==> config.mk <==
export PLATFORM = sky130hd
export DESIGN_NAME = periph_bus_resp
export DESIGN_NICKNAME = d
export VERILOG_FILES = /design/src/rtl/periph_pkg.sv /design/src/rtl/seg7_hex_dec.sv /design/src/rtl/periph_bus_resp.sv
export SDC_FILE = /design/constraint.sdc
export NUM_CORES = 1
export LEC_CHECK = 0
export BUFFER_PORTS_ARGS = -buffer_cell sky130_fd_sc_hd__buf_2
export CAP_MARGIN = 10
export CORE_UTILIZATION = 42
export DETAILED_ROUTE_END_ITERATION = 12
export SLEW_MARGIN = 10
export SYNTH_ARGS = -nofsm -noshare
export SYNTH_HDL_FRONTEND = slang
export SYNTH_HIERARCHICAL = 1
export SYNTH_SLANG_ARGS = --single-unit
==> constraint.sdc <==
create_clock -name iClk -period 5.35 [get_ports iClk]
set_input_delay 0.535 -clock iClk [delete_from_list [all_inputs] [get_ports iClk]]
set_output_delay 0.535 -clock iClk [all_outputs]
set_load 0.005 [all_outputs]
==> src/rtl/periph_pkg.sv <==
// Shared constants for the peripheral bus responder: register offsets, TCON bit
// positions, the active-low 7-segment table and the display digit count.
package periph_pkg;

    localparam logic [2:0] OFS_TH     = 3'd0;
    localparam logic [2:0] OFS_TL     = 3'd1;
    localparam logic [2:0] OFS_TCON   = 3'd2;
    localparam logic [2:0] OFS_LED    = 3'd3;
    localparam logic [2:0] OFS_SWITCH = 3'd4;
    localparam logic [2:0] OFS_DIGI   = 3'd5;

    localparam int TCON_EN = 0;
    localparam int TCON_IE = 1;
    localparam int TCON_ST = 2;

    localparam int NUM_DIGITS = 4;

    // Segment patterns {g,f,e,d,c,b,a}, active-low; entry 0 is the rightmost element.
    localparam logic [15:0][6:0] SEG_TABLE = {
        7'h0E, 7'h06, 7'h21, 7'h46, 7'h03, 7'h08, 7'h10, 7'h00,
        7'h78, 7'h02, 7'h12, 7'h19, 7'h30, 7'h24, 7'h79, 7'h40
    };

endpackage

==> src/rtl/seg7_hex_dec.sv <==
// Combinational hex-to-7-segment decoder (active-low gfedcba).
// Only built when PERIPH_HEX_SCAN_EN is defined, since only the scan display uses it.
`ifdef PERIPH_HEX_SCAN_EN
module seg7_hex_dec
    import periph_pkg::*;
(
    input  logic [3:0] hex,
    output logic [6:0] seg
);

    assign seg = SEG_TABLE[hex];

endmodule
`endif

==> src/rtl/periph_bus_resp.sv <==
// Memory-mapped peripheral responder: reload timer with interrupt, LEDs, switches and
// 7-segment display. Define PERIPH_HEX_SCAN_EN for the multiplexed hex-scan display.
module periph_bus_resp
    import periph_pkg::*;
#(
    parameter logic [31:0] BASE_ADDR = 32'h4000_0000,
    parameter int          SCAN_DIV  = 50000
) (
    input  logic        iClk,
    input  logic        iRst,
    input  logic [31:0] iAddr,
    input  logic        iWrEn,
    input  logic [31:0] iWrData,
    input  logic        iRdEn,
    output logic [31:0] oRdData,
    input  logic [7:0]  iSwitch,
    output logic [7:0]  oLED,
    output logic [11:0] oDigi,
    output logic        oIrq
);

`ifdef PERIPH_HEX_SCAN_EN
    localparam int DIGI_W = 16;
`else
    localparam int DIGI_W = 12;
`endif

    logic [31:0]       th;
    logic [31:0]       tl;
    logic [2:0]        tcon;
    logic [7:0]        led;
    logic [DIGI_W-1:0] digi;
    logic [7:0]        swSync1;
    logic [7:0]        swSync2;
    logic              hit;
    logic              wrAccess;
    logic [2:0]        ofs;
    logic              tlMax;
    logic              timerEn;
    logic [1:0]        unusedAddrBits;

    assign hit            = (iAddr[31:5] == BASE_ADDR[31:5]);
    assign ofs            = iAddr[4:2];
    assign wrAccess       = hit & iWrEn;
    assign tlMax          = (tl == 32'hFFFF_FFFF);
    assign timerEn        = tcon[TCON_EN];
    assign unusedAddrBits = iAddr[1:0];

    // A CPU store to TL or TCON overrides the timer's own update of that register.
    always_ff @(posedge iClk) begin
        if (iRst) begin
            th      <= '0;
            tl      <= '0;
            tcon    <= '0;
            led     <= '0;
            digi    <= '0;
            swSync1 <= '0;
            swSync2 <= '0;
        end else begin
            if (wrAccess && ofs == OFS_TH)
                th <= iWrData;
            if (wrAccess && ofs == OFS_TL)
                tl <= iWrData;
            else if (timerEn)
                tl <= tlMax ? th : tl + 32'd1;
            if (wrAccess && ofs == OFS_TCON)
                tcon <= iWrData[2:0];
            else if (timerEn && tlMax && tcon[TCON_IE])
                tcon[TCON_ST] <= 1'b1;
            if (wrAccess && ofs == OFS_LED)
                led <= iWrData[7:0];
            if (wrAccess && ofs == OFS_DIGI)
                digi <= iWrData[DIGI_W-1:0];
            swSync1 <= iSwitch;
            swSync2 <= swSync1;
        end
    end

    assign oLED = led;
    assign oIrq = tcon[TCON_IE] & tcon[TCON_ST];

    always_comb begin
        oRdData = '0;
        if (hit && iRdEn) begin
            case (ofs)
                OFS_TH:     oRdData = th;
                OFS_TL:     oRdData = tl;
                OFS_TCON:   oRdData = {29'd0, tcon};
                OFS_LED:    oRdData = {24'd0, led};
                OFS_SWITCH: oRdData = {24'd0, swSync2};
                OFS_DIGI:   oRdData = 32'(digi);
                default:    oRdData = '0;
            endcase
        end
    end

`ifdef PERIPH_HEX_SCAN_EN
    localparam int CNT_W = (SCAN_DIV > 1) ? $clog2(SCAN_DIV) : 1;
    localparam int IDX_W = $clog2(NUM_DIGITS);

    logic [CNT_W-1:0] scanCnt;
    logic [IDX_W-1:0] digitIdx;
    logic [3:0]       curNibble;
    logic [6:0]       curSeg;

    assign curNibble = digi[{digitIdx, 2'b00} +: 4];

    seg7_hex_dec uDec (
        .hex (curNibble),
        .seg (curSeg)
    );

    // The scan keeps running across DIGI writes; new digits appear on their next refresh.
    always_ff @(posedge iClk) begin
        if (iRst) begin
            scanCnt  <= '0;
            digitIdx <= '0;
            oDigi    <= 12'hFFF;
        end else begin
            oDigi <= {~(4'b0001 << digitIdx), 1'b1, curSeg};
            if (scanCnt == CNT_W'(SCAN_DIV - 1)) begin
                scanCnt  <= '0;
                digitIdx <= digitIdx + IDX_W'(1);
            end else begin
                scanCnt <= scanCnt + CNT_W'(1);
            end
        end
    end
`else
    localparam int unusedScanDiv = SCAN_DIV;

    // Direct mode: the display stays blank until software first writes DIGI.
    always_ff @(posedge iClk) begin
        if (iRst)
            oDigi <= 12'hFFF;
        else if (wrAccess && ofs == OFS_DIGI)
            oDigi <= iWrData[11:0];
    end
`endif

endmodule

==> summary.txt <==
setup TNS - 0 ns
Lkg Pwr - 2.55 nW
Top-Level Pins - 129
critical path cell sequence - buf_2 -> nor4b_1 -> and4_1 -> nand3_1 -> a21o_1 -> nor2_1 -> buf_2
vias in the first global route - 5938
number of distinct library cells after synthesis - 62
drt first-iter violations - 577
sequential share of the synthesized area - 37.6%
Int Pwr - 1.56 mW
FFs w/ async S/R, synth - 0%
post-route cell area - 7350 um2
main combinational cell family by area after synthesis - simple AND/OR/NAND/NOR gates
# port buffers - 126
Vias/cell - 6.01
total track usage - 27.6%
EDFF count, synth - 0
Max Fanout on Critical Path - 20
post-CTS setup buffer count - 0
Max Fclk - 293 MHz
Top cell by count, worst path - buf_2
die outline height - 123 um
Final setup viols - 0
status - completed
Syn Inst Count - 786
routed wire length - 20100 um
Clock power frac - 53.2%
ANT cells - 0
post-synthesis mux area share - 6.29%
post-layout minimum cycle time - 3.41 ns
Critical Path RT - 4.82 ns
Worst path slowest cell - a21o_1
CP arrival - 2.87 ns
Max-Slew Margin vs Limit - 31.6%
slowest stage delay, CP - 0.61 ns
Critical Setup Path Class - primary input to primary output
Detail Placement HPWL - 13400 um
CTS tree - done
Final Cycle Share - 63.7%
H-tree Lvls - 4
die area - 15100 um2
largest net degree at the start of global routing - 74
worst slack, placed - 1.85 ns
DRT Pass-1 Iters - 5
Synth Area in Compound Gates - 20.5%
Filler cells - 1402
peak supply drop - 0.194 mV
Yosys reg bits - 115
root buffer cell - clkbuf_16
clk slew on worst S/H paths - 0.06 ns
XOR/XNOR share of the synthesized area - 2.29%
post-synthesis adder-cell area fraction - 0.204%
net count after synthesis - 863
clk_lat worst skew - 0.42 ns
CTS buffer count - 17
synthesis-to-finish area growth - 19.9%
Avg Inst Size Synth - 7.80 um2
Post-DRT Antenna Nets - 0
first-pass GRT wire length - 31500 um
Switching Fraction - 23.3%
grt total ovfl - 0
startpoint types - primary input
Max Root-Sink Buffers - 2
initial core utilization - 43.6%
Simple-Gate Fraction of Synth Area - 27.7%
Mapped Area - 6130 um2
ys flop type - dfxtp_1
post_cts resized - 0
Die Span X - 123 um
MaxCap Viol Count - 0
final layout net count - 947
GP Congestion - 0.907
area of the multi-input gates - 3510 um2
Tightest Pin Transition - 1.03 ns
setup ws final - 1.94 ns
Seq. cell area - 2300 um2
Worst Path Buf+Inv - 2
part of the power in registers - 42.5%
Min-Delay Path Class - primary input to register
share of layout cells above drive strength 1 - 22.0%
Comb pwr share - 4.3%
antenna violations before repair - 0
crit end category - primary output
sw power - 0.474 mW
detailed-route DRC error count - 0
Clock Sinks - 115
Power Density - 277 nW/um2
WL per Instance - 18.9 um
fin. max-slew vios - 0
core footprint - 14000 um2
Clock Skew - 0.00568 ns
site row count - 43
Post-CTS Hold Buffers - 0
RSZ-0062 raised after global routing - false
placed cell area - 6780 um2
critical path's top delay family - simple AND/OR/NAND/NOR gates
final hold vios - 0
Ys Warns - 6
total number of vias - 6387
[stage by stage]
step                hold slack, ns  total power [mW]  std cells  util (%)
finish                       0.327              2.03       1063      52.3
global route                 0.327              2.09       1063      52.3
CTS                          0.321              2.04       1063      52.3
detailed placement           0.424             0.969       1031      48.3
global placement             0.427             0.968       1031      48.3
floorplan                    0.414             0.921        786         -
[power groups by stage]
stage / Clock (mW) / Combinational, mW / Sequential [mW]
after global placement: 0 / 0.0862 / 0.882
final: 1.08 / 0.0877 / 0.864
after detailed placement: 0 / 0.0872 / 0.882
after floorplan: 0 / 0.0390 / 0.881
after CTS: 1.09 / 0.0874 / 0.864
after global routing: 1.13 / 0.0946 / 0.864
[cells in the final DEF (no fill, tap or decap), drive strengths merged, types with 19 or more instances in the layout]
master,Yosys,layout
a22oi,25,25
nor2,73,73
dfxtp,115,115
buf,11,135
a21oi,70,70
clkbuf,59,21
nand3,33,33
nor4,20,20
nand2,128,128
nor3,30,30
o21ai,19,19
[flip-flops by register name (all words and copies together), names as in the netlist]
signal   cells
digi        12
tcon         3
swSync2      8
oDigi       12
tl          32
th          32
oLED         8
swSync1      8
[cells by family after synthesis]
logic type / Yosys count
DFF: 115
xor gates and xnor gates: 16
AOI/OAI and AO/OA: 192
buffers and inverters: 82
muxes: 30
and+or+nand+nor: 350
adders and majority gates: 1
[synth_stat cells (4+ instances only)]
library cell  count  area (um2)
a211o_1           4        35.0
a211oi_1         14         105
a21oi_1          70         350
a22oi_1          25         188
a311oi_1          5        43.8
a31oi_1          11        68.8
and3_1            6        37.5
and4_1            6        52.6
buf_2             6        30.0
clkbuf_1         56         210
dfxtp_1         115        2300
inv_1            12        45.0
mux2_2            8        90.1
mux2i_1          16         160
mux4_2            6         135
nand2_1         128         480
nand2b_1          5        31.3
nand3_1          32         160
nand4_1          14        87.6
nor2_1           72         270
nor2b_1          18         113
nor3_1           29         145
nor4_1           19         119
o211ai_1         11        82.6
o21ai_0          18        90.1
o31ai_1           4        30.0
o32ai_1           5        43.8
o41ai_1           7        61.3
xnor2_1          10        87.6
xor2_1            6        52.6
[metal layers]
layer | vias to the layer above | wire length (um) | global-route usage (%) | part of all wire [%]
met3 | 24 | 1550 | 5.58 | 7.7
met2 | 320 | 8930 | 41.9 | 44
met1 | 3023 | 9320 | 39.0 | 46
met5 | - | 0 | 0 | 0
li1 | 3020 | - | - | -
met4 | 0 | 279 | 8.84 | 1.4
[layout make-up]
type                       count  share of cell area [%]
tap                          180                    3.07
sequential                   115                    31.3
multi-input combinational    589                    47.7
clock buffer                  21                    6.27
inverter                      12                   0.613
clock inverter                11                    1.43
timing repair buffer         135                    9.54
[worst reg2reg max path: cells and delay by family (launching register included)]
family / cells / cell delay (ns)
AND/OR/NAND/NOR: 3 / 1.61
AO/OA/AOI/OAI: 2 / 0.72
flip-flops: 1 / 0.43
adder cells (fa/ha/maj): 1 / 0.33
[worst paths after layout]
path	from	slack [ns]	end	cells after the start
setup reg to reg	tl[1]$_SDFFE_PP0P_	2.18	tl[9]$_SDFFE_PP0P_	6
setup / recovery	iAddr[15]	1.94	oRdData[26]	7
hold reg to reg	swSync1[5]$_SDFF_PP0_	0.43	swSync2[5]$_SDFF_PP0_	1
hold / removal	iSwitch[5]	0.33	swSync1[5]$_SDFF_PP0_	2
No activity file was read; power rests on OpenSTA's default activity.
